File: src/rtl/aig_bist_pkg.sv
// Shared types and default constants for the AIG BIST response-compaction path.
package aig_bist_pkg;

    // Run-control states of the response compactor.
    typedef enum logic [1:0] {
        ST_IDLE = 2'd0,
        ST_RUN  = 2'd1,
        ST_DONE = 2'd2
    } misr_state_e;

    localparam int          RESP_W_DEF = 4;
    localparam int          SIG_W_DEF  = 16;
    localparam int          CNT_W_DEF  = 16;
    localparam logic [15:0] POLY_DEF   = 16'h1021;
    localparam logic [15:0] SEED_DEF   = 16'hFFFF;

endpackage

File: src/rtl/misr_core.sv
// Multiple-input signature register: seed load has priority over a shift step.
// A shift step is a left shift with conditional polynomial feedback, then the
// zero-extended response vector is XORed into the low bits.
module misr_core
    import aig_bist_pkg::*;
#(
    parameter int               RESP_W = RESP_W_DEF,
    parameter int               SIG_W  = SIG_W_DEF,
    parameter logic [SIG_W-1:0] POLY   = SIG_W'(POLY_DEF),
    parameter logic [SIG_W-1:0] SEED   = SIG_W'(SEED_DEF)
) (
    input  logic              clk,
    input  logic              rst,
    input  logic              load_seed,
    input  logic              shift_en,
    input  logic [RESP_W-1:0] data_in,
    output logic [SIG_W-1:0]  sig
);

    logic [SIG_W-1:0] sig_d;
    logic [SIG_W-1:0] sig_q;

    // Next signature: reload seed, fold in one response, or hold.
    always_comb begin
        sig_d = sig_q;
        if (load_seed) begin
            sig_d = SEED;
        end else if (shift_en) begin
            sig_d = {sig_q[SIG_W-2:0], 1'b0}
                  ^ (sig_q[SIG_W-1] ? POLY : '0)
                  ^ SIG_W'(data_in);
        end
    end

    // Signature register, seeded on reset.
    always_ff @(posedge clk or posedge rst) begin
        if (rst) begin
            sig_q <= SEED;
        end else begin
            sig_q <= sig_d;
        end
    end

    assign sig = sig_q;

endmodule

File: src/rtl/aig_resp_misr.sv
// Response compactor for a generated 4-in/4-out benchmark circuit.
// Folds num_patterns response vectors into a MISR and reports the signature.
// Optional build macro MISR_GOLDEN_CMP_EN adds the golden register and the
// pass comparator; without it pass is tied low and golden is ignored.
// Handshake: a response is consumed on a rising clk edge where resp_valid and
// resp_ready are both high; resp_ready is high exactly while the run is active,
// so gaps in resp_valid simply stall the run.
module aig_resp_misr
    import aig_bist_pkg::*;
#(
    parameter int               RESP_W = RESP_W_DEF,
    parameter int               SIG_W  = SIG_W_DEF,
    parameter logic [SIG_W-1:0] POLY   = SIG_W'(POLY_DEF),
    parameter logic [SIG_W-1:0] SEED   = SIG_W'(SEED_DEF),
    parameter int               CNT_W  = CNT_W_DEF
) (
    input  logic              clk,
    input  logic              rst,
    input  logic              start,
    input  logic [CNT_W-1:0]  num_patterns,
    input  logic [SIG_W-1:0]  golden,
    input  logic              resp_valid,
    input  logic [RESP_W-1:0] resp,
    output logic              resp_ready,
    output logic              busy,
    output logic              done,
    output logic [SIG_W-1:0]  signature,
    output logic              pass
);

    misr_state_e      state_d, state_q;
    logic [CNT_W-1:0] count_d, count_q;
    logic             ready_d, ready_q;
    logic             busy_d,  busy_q;
    logic             done_d,  done_q;
    logic             load_seed;
    logic             shift_en;
    logic             hs;

    assign hs = resp_valid & ready_q;

    // Next-state, counter and registered-output logic of the run controller.
    always_comb begin
        state_d   = state_q;
        count_d   = count_q;
        ready_d   = ready_q;
        busy_d    = busy_q;
        done_d    = done_q;
        load_seed = 1'b0;
        shift_en  = 1'b0;
        case (state_q)
            ST_IDLE, ST_DONE: begin
                if (start) begin
                    load_seed = 1'b1;
                    count_d   = num_patterns;
                    if (num_patterns == '0) begin
                        state_d = ST_DONE;
                        ready_d = 1'b0;
                        busy_d  = 1'b0;
                        done_d  = 1'b1;
                    end else begin
                        state_d = ST_RUN;
                        ready_d = 1'b1;
                        busy_d  = 1'b1;
                        done_d  = 1'b0;
                    end
                end
            end
            ST_RUN: begin
                // RUN is only entered with a nonzero count, so this never wraps.
                if (hs) begin
                    shift_en = 1'b1;
                    count_d  = count_q - CNT_W'(1);
                    if (count_q == CNT_W'(1)) begin
                        state_d = ST_DONE;
                        ready_d = 1'b0;
                        busy_d  = 1'b0;
                        done_d  = 1'b1;
                    end
                end
            end
            default: begin
                state_d = ST_IDLE;
                count_d = '0;
                ready_d = 1'b0;
                busy_d  = 1'b0;
                done_d  = 1'b0;
            end
        endcase
    end

    // Controller state, pattern counter and registered status outputs.
    always_ff @(posedge clk or posedge rst) begin
        if (rst) begin
            state_q <= ST_IDLE;
            count_q <= '0;
            ready_q <= 1'b0;
            busy_q  <= 1'b0;
            done_q  <= 1'b0;
        end else begin
            state_q <= state_d;
            count_q <= count_d;
            ready_q <= ready_d;
            busy_q  <= busy_d;
            done_q  <= done_d;
        end
    end

    misr_core #(
        .RESP_W (RESP_W),
        .SIG_W  (SIG_W),
        .POLY   (POLY),
        .SEED   (SEED)
    ) u_misr (
        .clk       (clk),
        .rst       (rst),
        .load_seed (load_seed),
        .shift_en  (shift_en),
        .data_in   (resp),
        .sig       (signature)
    );

`ifdef MISR_GOLDEN_CMP_EN
    logic [SIG_W-1:0] golden_d, golden_q;

    // Golden value is captured whenever a run is (re)started.
    always_comb begin
        golden_d = golden_q;
        if (load_seed) begin
            golden_d = golden;
        end
    end

    // Latched golden signature.
    always_ff @(posedge clk or posedge rst) begin
        if (rst) begin
            golden_q <= '0;
        end else begin
            golden_q <= golden_d;
        end
    end

    // The signature is frozen in DONE, so the comparison is stable there.
    assign pass = done_q && (signature == golden_q);
`else
    logic unused_golden;
    assign unused_golden = ^golden;
    assign pass          = 1'b0;
`endif

    assign resp_ready = ready_q;
    assign busy       = busy_q;
    assign done       = done_q;

endmodule
File: config.mk
export PLATFORM = sky130hd
export DESIGN_NAME = aig_resp_misr
export DESIGN_NICKNAME = d
export VERILOG_FILES = /design/src/rtl/aig_bist_pkg.sv /design/src/rtl/misr_core.sv /design/src/rtl/aig_resp_misr.sv
export SDC_FILE = /design/constraint.sdc
export NUM_CORES = 1
export LEC_CHECK = 0
export BUFFER_PORTS_ARGS = -buffer_cell sky130_fd_sc_hd__buf_4
export CAP_MARGIN = 20
export CORE_MARGIN = 1
export CORE_UTILIZATION = 51
export DETAILED_ROUTE_END_ITERATION = 8
export GPL_ROUTABILITY_DRIVEN = 0
export GPL_TIMING_DRIVEN = 0
export PLACE_DENSITY = 0.79
export SETUP_SLACK_MARGIN = 0.2
export SYNTH_ARGS = -nofsm -noshare
export SYNTH_HDL_FRONTEND = slang
export SYNTH_SLANG_ARGS = --single-unit
File: constraint.sdc
create_clock -name clk -period 1.72 [get_ports clk]
set_input_delay 0.344 -clock clk [delete_from_list [all_inputs] [get_ports clk]]
set_output_delay 0.344 -clock clk [all_outputs]
set_load 0.1 [all_outputs]
* Word level (Yosys, flattened, before mapping)
Index checks and enable logic that the tools add are counted.
** Cells by class
- $add $sub $neg :: 1
- Eq/ne operators :: 6
- Mux-type cells :: 25
- Bitwise logic cells :: 3
- Reductions and logical operators :: 6
** Operator list (count)
- two-way mux 16 bit :: 4
- one-hot mux 16 bit (2 select lines) :: 1
- equality test 16 x 1 -> 1 bit (second input constant) :: 1
- logical NOT 16 bit :: 1
- subtractor 16 x 1 -> 16 bit (second input constant) :: 1
- bitwise XOR 16 bit :: 1
- bitwise XOR 16 x 4 -> 16 bit :: 1
- two-way mux 13 bit :: 1
- two-way mux 1 bit :: 12
- two-way mux 2 bit :: 4
- != test 2 bit (second input constant) :: 3
- one-hot mux 1 bit (2 select lines) :: 2
- one-hot mux 2 bit (2 select lines) :: 1
- AND reduction 3 bit :: 1
- equality test 2 x 1 -> 1 bit (second input constant) :: 1
- equality test 2 bit (second input constant) :: 1
- logical NOT 2 bit :: 1
- AND reduction 2 bit :: 1
- nonzero test 2 bit :: 1
- OR reduction 2 bit :: 1
- bitwise AND 1 bit :: 1
** Storage, ports and cells
- Register bits after elaboration :: 36
- Input port bits :: 40
- Output and inout port bits :: 20
- Word-level logic and storage cells :: 46

* Depth between registers and ports, before layout
Gate-level depths: netlist of the first run.
- Word-level depth :: 5
- Mapped depth :: 7
- Depth with buffers taken out :: 6

* Cells and area by module
From an unflattened synthesis of the first run, not the netlist that was laid out.
** Unflattened totals
- Cells, all modules :: 203
- Area, all modules :: 1924.3 µm²
** Modules (own cells, without submodules)
- aig_resp_misr :: instances 1, cells each 143, area an instance 1194.9 µm²
- misr_core :: instances 1, cells each 60, area an instance 729.4 µm²

* Worst setup path before layout of the first run
OpenSTA, ideal clock, no wires.
- Path kind :: reg-to-reg
- From :: reg busy (netlist name)
- To :: reg count_q[13]
- Setup time :: 0.138 ns
- Data arrival time :: 1.805 ns
- Data required time :: 1.582 ns
- Slack :: -0.223 ns
- Cell stages (with the launch flop) :: 6
- Path buffers :: 1
- Period minus slack after synthesis :: 1.943 ns
- Cell sequence :: dfrtp_1 > nand2_1 > o2bb2ai_2 > buf_4 > a21oi_1 > o311ai_2
** RTL lines
- end signal, assigned :: RTL line aig_resp_misr.sv:102 : count_q <= count_d;
- end, declared :: RTL line aig_resp_misr.sv:32 : logic [CNT_W-1:0] count_d, count_q;

* Worst setup path after layout of the first run
- From :: reg count_q[0]
- To :: reg count_q[14]
** Between the ends
- Word-level cells in the longest chain between the ends :: 3
** Ends and longest elaborated chain
- subtractor 16 x 1 -> 16 bit :: RTL line aig_resp_misr.sv:73 : count_d = count_q - CNT_W'(1);
- two-way mux 16 bit :: RTL line aig_resp_misr.sv:71 : if (hs) begin
- one-hot mux 16 bit (2 select lines) :: RTL line aig_resp_misr.sv:51 : case (state_q)
No other way between the ends. The select of a mux whose other input is x is not followed.
A chain may end at the register's enable or synchronous reset.

==> impl_summary.log, run 1 <==
INFO  metric result_of_the_run = finished, final reports clean
INFO  metric timing.fmax = approximately 0.62 GHz
INFO  metric vias_per_cell = 5.95
INFO  metric floorplan_die_area = 4160 um2
INFO  metric gr-total-overflow = 0
INFO  metric total_number_of_h_tree_levels = 2
INFO  metric ctsLongestPathBuffers = 2
INFO  metric track_usage = 28.0%
INFO  metric final_hold_viol_count = 0
INFO  metric setup_viol = 0
INFO  metric startpoint = count_q[0]$_DFFE_PP0P_
INFO  metric dr.first_iter.drc_count = just over 200
INFO  metric reg2reg_to = count_q[14]$_DFFE_PP0P_
INFO  metric fraction_of_registers_with_async_set_reset = 100%
INFO  metric rr_worst_depth = 7
INFO  metric layout_skew = 0.00401 ns
INFO  metric place.port_buffers = 42
INFO  metric global_route_wire_length_before_repair = 8870 um
INFO  metric critPathCaptureType = register
INFO  metric layout_worst_path_cycle_share = 94.4%
INFO  metric grt_setup_unrepaired = yes
INFO  metric min_path_type = primary input to async pin
INFO  metric yosysWarnings = 0
INFO  metric fp.dieH = 64.5 um
INFO  metric critical_path_class = register to register
INFO  metric floorplan.initialDensity = a little over half
INFO  metric slowest_library_cell_on_the_worst_path = dfrtp_1
INFO  metric timing.final.crit_period = 1.62 ns
INFO  metric ys_ff_latch = 35
INFO  metric crit_path_cell_trace = inv_2 -> ha_4 -> buf_6 -> nor4b_4 -> nand4b_1 -> or3_1 -> nand3_2
INFO  metric slew-limit-headroom = 52.5%
INFO  metric crit_fanout = 3
INFO  metric detailed_place_hpwl = 3590 um
INFO  metric std_cell_rows = 22
INFO  metric cap_viol_max_count = 0
INFO  metric synth_area_per_cell = approximately 9.3 um2
INFO  metric grt_pass1_vias = 1894
INFO  metric cts-hold-fix-buffers = 0
INFO  metric reg2reg_slack = 0.1 ns
INFO  metric synth_sequential_area_ratio = 45.0%
INFO  metric clock_sinks = 35
INFO  metric timing.final.max_slew_violations = 0
INFO  metric syn-instance-count = 213
INFO  metric mappedNetlistArea = 1990 um2
INFO  metric synth-edff-count = 0
INFO  metric drc = 0
INFO  metric critical-path-max-stage-delay = roughly 0.41 ns
INFO  metric yosys_most_used_dff = dfrtp_1
INFO  metric post-place-ws = 0.00837 ns
INFO  metric cts.clk_slew.worst_paths = approximately 0.070 ns
INFO  metric synth_area_leaders = dfrtp_1 (24%), dfstp_2 (21%), nand2_1 (5.8%)
INFO  metric timing.critical_path.required = 1.95 ns
INFO  metric placeableCoreArea = 3690 um2
INFO  metric cp_data_arrival_time = approximately 1.9 ns
INFO  metric layout.filler_cells = 289
INFO  metric chipWidth = ~64 um
INFO  metric postSynthNetCount = 255
INFO  metric synth_top_area_cell = dfrtp_1
INFO  metric io_pins = 60
INFO  metric tritoncts = built
INFO  metric setup.worst_path.end = count_q[14]$_DFFE_PP0P_
INFO  metric hold_ws = 0.173 ns
INFO  metric number_of_buffers_created_by_cts = 5
INFO  metric placed_area = around 2400 um2
INFO  metric antenna_found_initial = 0
INFO  metric area_growth = 38.1%
INFO  metric startpoint_type = register
INFO  metric detailroute.via_count = 1946
INFO  metric worst_slack = 0.0966 ns
INFO  metric rr_startpoint = count_q[0]$_DFFE_PP0P_
INFO  metric worst_skew_pair.late_latency = 0.29 ns
INFO  metric antennaDiodeCount = 0
INFO  metric synth_largest_type_area_fraction = 23.9%
INFO  metric ys_types = 44
INFO  metric drt-total-wl = 5360 um
INFO  metric timing_worst_slew_pin_value = about 0.71 ns
INFO  metric drt_pass1_iterations = 5
INFO  metric antenna_violating_nets_post_route = 0
INFO  metric routed_wire_length_per_instance = 16.4 um
INFO  metric critical_path_cell_count = 7
INFO  metric nNetsFinal = 320
INFO  metric grt_max_degree = 20
INFO  metric ctsRootBufferMaster = clkbuf_8
INFO  metric setup_tns = 0 ns
INFO  metric stdcell_area = 2750 um2
INFO  metric critical-path-top-delay-family = simple AND/OR/NAND/NOR gates
INFO  metric cp.buffers_inverters = 2
INFO  metric post_route_cells_drive_above_1_share = 43.4%
[area by class of cell]
cell class,count,area (um2),share of cell area (%)
flip-flops and latches,35,906,33.0
clock buffers,6,72.6,2.64
plain buffers,16,123,4.46
clock inverters,2,60.1,2.18
repair buffers,58,463,16.8
multi-input cells,153,1030,37.5
well taps,48,60.1,2.18
inverters,9,33.8,1.23
[flip-flops by register name, summed over array words and instances, names as in the netlist]
signal / count
count_q: 16
busy: 1
u_misr.sig: 16
state_q: 2
[cells in the mapped netlist (4+ instances only)]
library cell   n
nor2_1         7
o21ai_0        5
dfstp_2       16
nor3_1         4
a22oi_1        4
o21ai_1       16
nand3_1       16
inv_1          9
dfrtp_1       19
clkbuf_1       4
buf_2          6
xnor2_1        6
nor4_1         4
o211ai_1       4
nand4_1        4
a31oi_1        5
a32oi_1        9
nand2_1       31
buf_4          4
a21oi_1       10
[through the flow]
step,cells,utilization [%]
after floorplan,213,-
after global placement,303,64.8
after detailed placement,304,65.6
after CTS,321,71.8
after global routing,327,74.5
final,327,74.5
[layout by cell type (no fill, tap or decap), types with 6 or more instances in the layout]
cell,n
inv_1,7
a32oi_1,9
a21oi_1,8
buf_4,60
nand2_1,31
nor2_1,6
o21ai_1,19
dfstp_2,16
xnor2_1,6
nand3_1,15
buf_6,7
dfrtp_1,15
[metal layers]
metal	part of all wire, %	GRT usage (%)
met1	43	38.2
met2	48	42.5
met3	7.3	7.04
met4	2.4	11.7
met5	0	0
[how the worst min path moves through the flow]
stage                     slack (ns)                         end  depth (start not counted)                       start
after CTS                       0.20     count_q[14]$_DFFE_PP0P_                          2                         rst
after global routing            0.23     count_q[14]$_DFFE_PP0P_                          2                         rst
after detailed placement        0.49  u_misr.sig[11]$_DFFE_PP1P_                          2  u_misr.sig[10]$_DFFE_PP1P_
after floorplan                 0.46     count_q[12]$_DFFE_PP0P_                          2            num_patterns[12]
after global placement          0.48  u_misr.sig[11]$_DFFE_PP1P_                          2  u_misr.sig[10]$_DFFE_PP1P_
final                           0.17     count_q[14]$_DFFE_PP0P_                          2                         rst
[cell families after synthesis]
| logic type | after synthesis | share of synthesized area [%] |
|---|---|---|
| adder cells (fa/ha/maj) | 2 | 1.26 |
| flip-flops | 35 | 45.0 |
| buffers and inverters | 25 | 6.60 |
| other | 1 | 0.188 |
| AND/OR/NAND/NOR | 84 | 24.3 |
| AO/OA/AOI/OAI | 60 | 20.1 |
| XOR/XNOR | 6 | 2.64 |
[what timing repair did]
action / CTS / global route
setup buffers: 8 / 6
pin swaps: 7 / 7
gates cloned: 1 / 0
hold endpoints to repair: 0 / 0
endpoints found under the setup margin: 15 / 28
gates resized for setup: 9 / 22
Power of run 1 is left out: the tool's default activity adds up to more than one toggle a clock period on the data nets, which glitch-free logic cannot reach.
==> run 2: changes to the inputs <==
Settings changed: CORE_UTILIZATION 51 to 43, PLACE_DENSITY 0.79 to not set, PLACE_DENSITY_LB_ADDON set to 0.05.
==> run 2 against run 1 <==
  * Fmax increased by 2.2%
  * Die area grew 18%
  * Global-route usage down 4.8 points
  * Sequential cell count unchanged
  * Setup slack improved by 0.035 ns
  * Routed wire length increased by 2.2%
  * Register-to-register slack improved by 0.03 ns
  * Final cell count is 0.31% higher
==> impl_summary.log, run 2 (synthesis gave the netlist of run 1 again) <==
INFO  metric result_of_the_run = finished, final reports clean
INFO  metric area_growth = 39.2%
INFO  metric layout.cells.non_filler = 328
INFO  metric sw_power = 3.54 mW
INFO  metric final_hold_viol_count = 0
INFO  metric layout_skew = 0.00728 ns
INFO  metric track_usage = 23.3%
INFO  metric drc = 0
INFO  metric worst_skew_pair.late_latency = 0.29 ns
INFO  metric chipWidth = around 70 um
INFO  metric setup_viol = 0
INFO  metric timing.final.crit_period = 1.59 ns
INFO  metric timing_worst_slew_pin_value = 0.785 ns
INFO  metric vias_per_cell = 5.66
INFO  metric leakagePower = about 1.2 nW
INFO  metric post-place-ws = 0.00940 ns
INFO  metric critical_path_class = register to register
INFO  metric power.density_cell_area = between 2000 and 2500 nW/um2
INFO  metric place.port_buffers = 42
INFO  metric timing.critical_path.required = 1.94 ns
INFO  metric placeableCoreArea = 4410 um2
INFO  metric antenna_violating_nets_post_route = 0
INFO  metric antenna_found_initial = 0
INFO  metric critical-path-max-stage-delay = 0.41 ns
INFO  metric cp.buffers_inverters = 2
INFO  metric detailroute.via_count = around 1900
INFO  metric io_pins = 60
INFO  metric drt-total-wl = 5480 um
INFO  metric antennaDiodeCount = 0
INFO  metric reg2reg_slack = 0.13 ns
INFO  metric crit_path_cell_trace = inv_2 -> ha_4 -> buf_6 -> nor4b_4 -> nand4b_1 -> or3_1 -> nand3_1
INFO  metric clkPwrFrac = 12.3%
INFO  metric post-place-cells = roughly 300
INFO  metric tritoncts = built
INFO  metric slew-limit-headroom = 47.6%
INFO  metric post_route_cells_drive_above_1_share = between 40% and 50%
INFO  metric layout_worst_path_cycle_share = 92.4%
INFO  metric grt_setup_unrepaired = yes
INFO  metric timing.final.max_slew_violations = 0
INFO  metric internal-power = ~3.2 mW
INFO  metric nNetsFinal = 317
INFO  metric worst_slack = ~0.13 ns
INFO  metric ctsLongestPathBuffers = 2
INFO  metric ctsRootBufferMaster = clkbuf_8
INFO  metric total_number_of_h_tree_levels = 2
INFO  metric floorplan.initialDensity = 45.1%
INFO  metric grt_max_degree = 19
INFO  metric global_route_wire_length_before_repair = 9030 um
INFO  metric clock_sinks = 35
INFO  metric std_cell_rows = 24
INFO  metric most_common_cell_after_layout_fill_and_taps_aside = buf_4
INFO  metric drt_pass1_iterations = 4
INFO  metric floorplan_die_area = 4910 um2
INFO  metric cap_viol_max_count = 0
INFO  metric detailed_place_hpwl = 3760 um
INFO  metric cp_data_arrival_time = ~1.8 ns
INFO  metric cts.clk_slew.worst_paths = 0.08 ns
INFO  metric number_of_buffers_created_by_cts = 5
INFO  metric dr.first_iter.drc_count = approximately 210
INFO  metric crit_fanout = 3
INFO  metric gr-total-overflow = 0
INFO  metric critical-path-top-delay-family = simple AND/OR/NAND/NOR gates
INFO  metric slowest_library_cell_on_the_worst_path = dfrtp_1
INFO  metric mostFrequentLayoutCells = buf_4 (53), nand2_1 (31)
INFO  metric max-vdd-ir-drop = 1.23 mV
INFO  metric pwr-share-seq = 27.0%
INFO  metric routed_wire_length_per_instance = ~17 um
INFO  metric switch_share = 52.7%
INFO  metric startpoint_type = register
INFO  metric critPathCaptureType = register
INFO  metric cts-hold-fix-buffers = 0
INFO  metric min_path_type = primary input to async pin
INFO  metric power.share.combinational = 60.7%
INFO  metric fp.dieH = 70.0 um
INFO  metric timing.fmax = 0.630 GHz
INFO  metric setup_tns = 0 ns
INFO  metric grt_pass1_vias = 1842
==> run 2: changes by cell type in the layout (fill, tap and decap cells not counted), sizes merged <==
cell	previous run	this run
clkbuf	10	12
buf	70	66
bufinv	2	1
==> run 2: layer usage <==
layer / track usage (%) / wire, um / share of wire [%] / vias to the layer above
met4: 6.44 / 48 / 0.88 / 0
met1: 33.5 / 2540 / 46 / 881
met5: 0 / 0 / 0 / -
met2: 34.6 / 2580 / 47 / 65
li1: - / - / - / 904
met3: 5.92 / 314 / 5.7 / 6
==> run 2: timing repair <==
item	CTS	global route
endpoints found under the setup margin	20	30
pin swaps	3	6
buffers inserted	5	7
resized for setup	8	24
==> run 2: layout make-up <==
class	instances	area, um2
Clock inverter	1	30.0
Multi-Input combinational cell	153	1050
Timing Repair Buffer	55	464
Tap cell	52	65.1
Sequential cell	35	905
Buffer	16	126
Inverter	9	33.8
Clock buffer	7	97.6
Fill cell	406	1640
==> run 2: power by group through the flow <==
stage          clock [mW]  combinational [mW]  sequential [mW]
2_1_floorplan           0                1.41             3.27
3_3_place_gp            0                3.60             1.79
3_5_place_dp            0                3.64             1.80
4_1_cts             0.849                3.76             1.79
5_1_grt             0.885                4.33             1.88
6_report            0.827                4.08             1.82
==> run 2: metrics by stage <==
| stage | hold WS, ns | power [mW] | util [%] | cell area, um2 |
|---|---|---|---|---|
| after floorplan | 0.460 | 4.68 | - | 2020 |
| after global placement | 0.483 | 5.39 | 54.3 | 2400 |
| after detailed placement | 0.486 | 5.43 | 54.9 | 2420 |
| after CTS | 0.217 | 6.40 | 59.2 | 2610 |
| after global routing | 0.247 | 7.10 | 62.8 | 2770 |
| final | 0.200 | 6.72 | 62.8 | 2770 |
==> run 2: final timing paths <==
check                                            from                          to  depth (start not counted)
hold / removal                                    rst     count_q[11]$_DFFE_PP0P_                          2
hold reg to reg            u_misr.sig[10]$_DFFE_PP1P_  u_misr.sig[11]$_DFFE_PP1P_                          2
min in group clk                     num_patterns[12]     count_q[12]$_DFFE_PP0P_                          3
setup reg to reg               count_q[0]$_DFFE_PP0P_     count_q[14]$_DFFE_PP0P_                          7
max in group asynchronous                         rst   u_misr.sig[1]$_DFFE_PP1P_                          3
setup / recovery               count_q[0]$_DFFE_PP0P_     count_q[14]$_DFFE_PP0P_                          7
(Power assumes the default switching activity.)
==> run 3: changes to the inputs <==
Settings changed: CORE_ASPECT_RATIO set to 1.4, MAX_ROUTING_LAYER set to met4.
Clock period 1.72 ns to 1.5 ns, I/O delays scaled along.
==> run 3 against run 2 <==
  * The flow now finishes with violations (setup timing)
  * Register-to-register slack worse by 0.26 ns
  * Routed wire length is 38% higher
  * Clock-buffer cell count is 1 higher
  * Sequential share of layout area is 7.4 points lower
  * Non-clock buffer count is 34 higher
  * Global-route usage is 7.4 points higher
  * Clock skew is 0.0036 ns lower
  * Combinational power is 72% higher
  * Setup slack worse by 0.26 ns
  * Final area is 30% higher
==> impl_summary.log, run 3 (synthesis gave the netlist of run 1 again) <==
INFO  metric antennaDiodeCount = 0
INFO  metric post_route_cells_drive_above_1_share = 63.2%
INFO  metric slowest_library_cell_on_the_worst_path = nor4_4
INFO  metric clock_sinks = 35
INFO  metric fp.dieH = 82.5 um
INFO  metric startpoint_type = register
INFO  metric critPathCaptureType = register
INFO  metric vias_per_cell = 5.95
INFO  metric hold_ws = 0.0757 ns
INFO  metric timing.final.crit_period = 1.63 ns
INFO  metric place.port_buffers = 42
INFO  metric grt_max_degree = 24
INFO  metric layout_worst_path_cycle_share = 109%
INFO  metric worst_slack = -0.129 ns
INFO  metric post-place-ws = -0.172 ns
INFO  metric timing.critical_path.required = between 1.5 and 2 ns
INFO  metric met2_length = around 4100 um
INFO  metric worst_skew_pair.late_latency = 0.30 ns
INFO  metric max-vdd-ir-drop = 1.37 mV
INFO  metric layout.cells.non_filler = 370
INFO  metric grt_setup_unrepaired = yes
INFO  metric ctsLongestPathBuffers = 2
INFO  metric cts-hold-fix-buffers = 0
INFO  metric internal-power = 4.98 mW
INFO  metric critical-path-max-stage-delay = 0.46 ns
INFO  metric sw_power = 4.98 mW
INFO  metric critical-path-top-delay-family = simple AND/OR/NAND/NOR gates
INFO  metric cap_viol_max_count = 0
INFO  metric io_pins = 60
INFO  metric setup_tns = -0.890 ns
INFO  metric most_common_cell_after_layout_fill_and_taps_aside = buf_4
INFO  metric power.share.combinational = a little over two thirds
INFO  metric mostFrequentLayoutCells = buf_4 (58), buf_12 (19), nand2_1 (18)
INFO  metric critical_path_class = register to register
INFO  metric std_cell_rows = 28
INFO  metric track_usage = 30.6%
INFO  metric global_route_wire_length_before_repair = 10600 um
INFO  metric layout.filler_cells = 259
INFO  metric placeableCoreArea = 4340 um2
INFO  metric pwr-share-seq = between 20% and 30%
INFO  metric stdcell_area = 3590 um2
INFO  metric drc = 0
INFO  metric timing.fmax = just over 0.6 GHz
INFO  metric failed_checks = setup timing
INFO  metric gr-total-overflow = 0
INFO  metric ctsRootBufferMaster = clkbuf_8
INFO  metric grt_pass1_vias = 2141
INFO  metric total_number_of_h_tree_levels = 2
INFO  metric chipWidth = about 60 um
INFO  metric wl_met3 = between 400 and 500 um
INFO  metric drt_pass1_iterations = 4
INFO  metric m1WireLength = 2750 um
INFO  metric dr.first_iter.drc_count = 175
INFO  metric timing.final.max_slew_violations = 0
INFO  metric placed_area = 2510 um2
INFO  metric cts.clk_slew.worst_paths = 0.07 ns
INFO  metric crit_fanout = 5
INFO  metric cp.buffers_inverters = 2
INFO  metric final_hold_viol_count = 0
INFO  metric tritoncts = built
INFO  metric leakagePower = 1.57 nW
INFO  metric routed_wire_length_per_instance = 20.4 um
INFO  metric antenna_found_initial = 0
INFO  metric timing_worst_slew_pin_value = 0.610 ns
INFO  metric drt-total-wl = ~7600 um
INFO  metric setup_viol = 12
INFO  metric critical_path.most_common_cell = o21ai_1
INFO  metric topRoutingLayerUsed = met4
INFO  metric floorplan.initialDensity = 45.8%
INFO  metric switch_share = 50.0%
INFO  metric area_growth = 80.4%
INFO  metric reg2reg_slack = -0.13 ns
INFO  metric min_path_type = primary input to async pin
INFO  metric clkPwrFrac = 7.9%
INFO  metric detailroute.via_count = between 2000 and 2500
INFO  metric power.density_cell_area = 2770 nW/um2
INFO  metric layout_skew = 0.00370 ns
INFO  metric floorplan_die_area = 4910 um2
INFO  metric nNetsFinal = 351
INFO  metric antenna_violating_nets_post_route = 0
INFO  metric cp_data_arrival_time = 1.81 ns
INFO  metric number_of_buffers_created_by_cts = 5
INFO  metric detailed_place_hpwl = 3880 um
INFO  metric slew-limit-headroom = 59.3%
INFO  metric crit_path_cell_trace = nor4_4 -> buf_4 -> buf_6 -> a31oi_1 -> o21ai_1 -> o21ai_1
INFO  metric post-place-cells = 316
INFO  metric result_of_the_run = finished, violations left
## run 3: cell count changes in the layout (fill, tap and decap cells not counted), sizes merged
| cell | previous run | this run |
|---|---|---|
| buf | 66 | 101 |
| bufinv | 1 | 0 |
## run 3: final timing paths
kind                       depth (start not counted)                          to                 startpoint
min                                                2     count_q[12]$_DFFE_PP0P_                        rst
max reg2reg                                        6      count_q[8]$_DFFE_PP0P_     count_q[5]$_DFFE_PP0P_
min in group clk                                   3     count_q[12]$_DFFE_PP0P_           num_patterns[12]
max in group asynchronous                          3  u_misr.sig[12]$_DFFE_PP1P_                        rst
min reg2reg                                        2   u_misr.sig[2]$_DFFE_PP1P_  u_misr.sig[2]$_DFFE_PP1P_
max                                                6      count_q[8]$_DFFE_PP0P_     count_q[5]$_DFFE_PP0P_
## run 3: power groups by stage
stage                     registers (mW)  logic [mW]  clock network [mW]
after floorplan                     3.76        1.77                   0
after global placement              2.07        4.30                   0
after detailed placement            2.08        4.34                   0
after CTS                           2.11        6.27               0.768
after global routing                2.20        7.30               0.817
final                               2.16        7.01               0.786
## run 3: per-layer routing
metal	up-vias	GRT usage (%)
met5	-	-
met1	1085	33.9
li1	974	-
met3	31	6.23
met2	113	52.5
met4	0	14.2
## run 3: cell type report
class | instances | area, um2 | area share (%)
Buffer | 16 | 176 | 4.91
Timing Repair Buffer | 89 | 1010 | 28.0
Multi-Input combinational cell | 153 | 1290 | 36.0
Sequential cell | 35 | 905 | 25.2
Tap cell | 60 | 75.1 | 2.09
Inverter | 9 | 33.8 | 0.941
Clock buffer | 8 | 100 | 2.79
## run 3: stage by stage
step | util [%] | power [mW]
after floorplan | - | 5.53
after global placement | 57.1 | 6.37
after detailed placement | 57.8 | 6.42
after CTS | 77.6 | 9.15
after global routing | 82.7 | 10.3
final | 82.7 | 9.96
## run 3: what timing repair did
item,CTS,global route
gates resized for setup,115,34
pin swaps,33,10
endpoints found under the setup margin,52,54
setup buffers,31,10
cloned,5,0
endpoints found under the hold margin,0,0
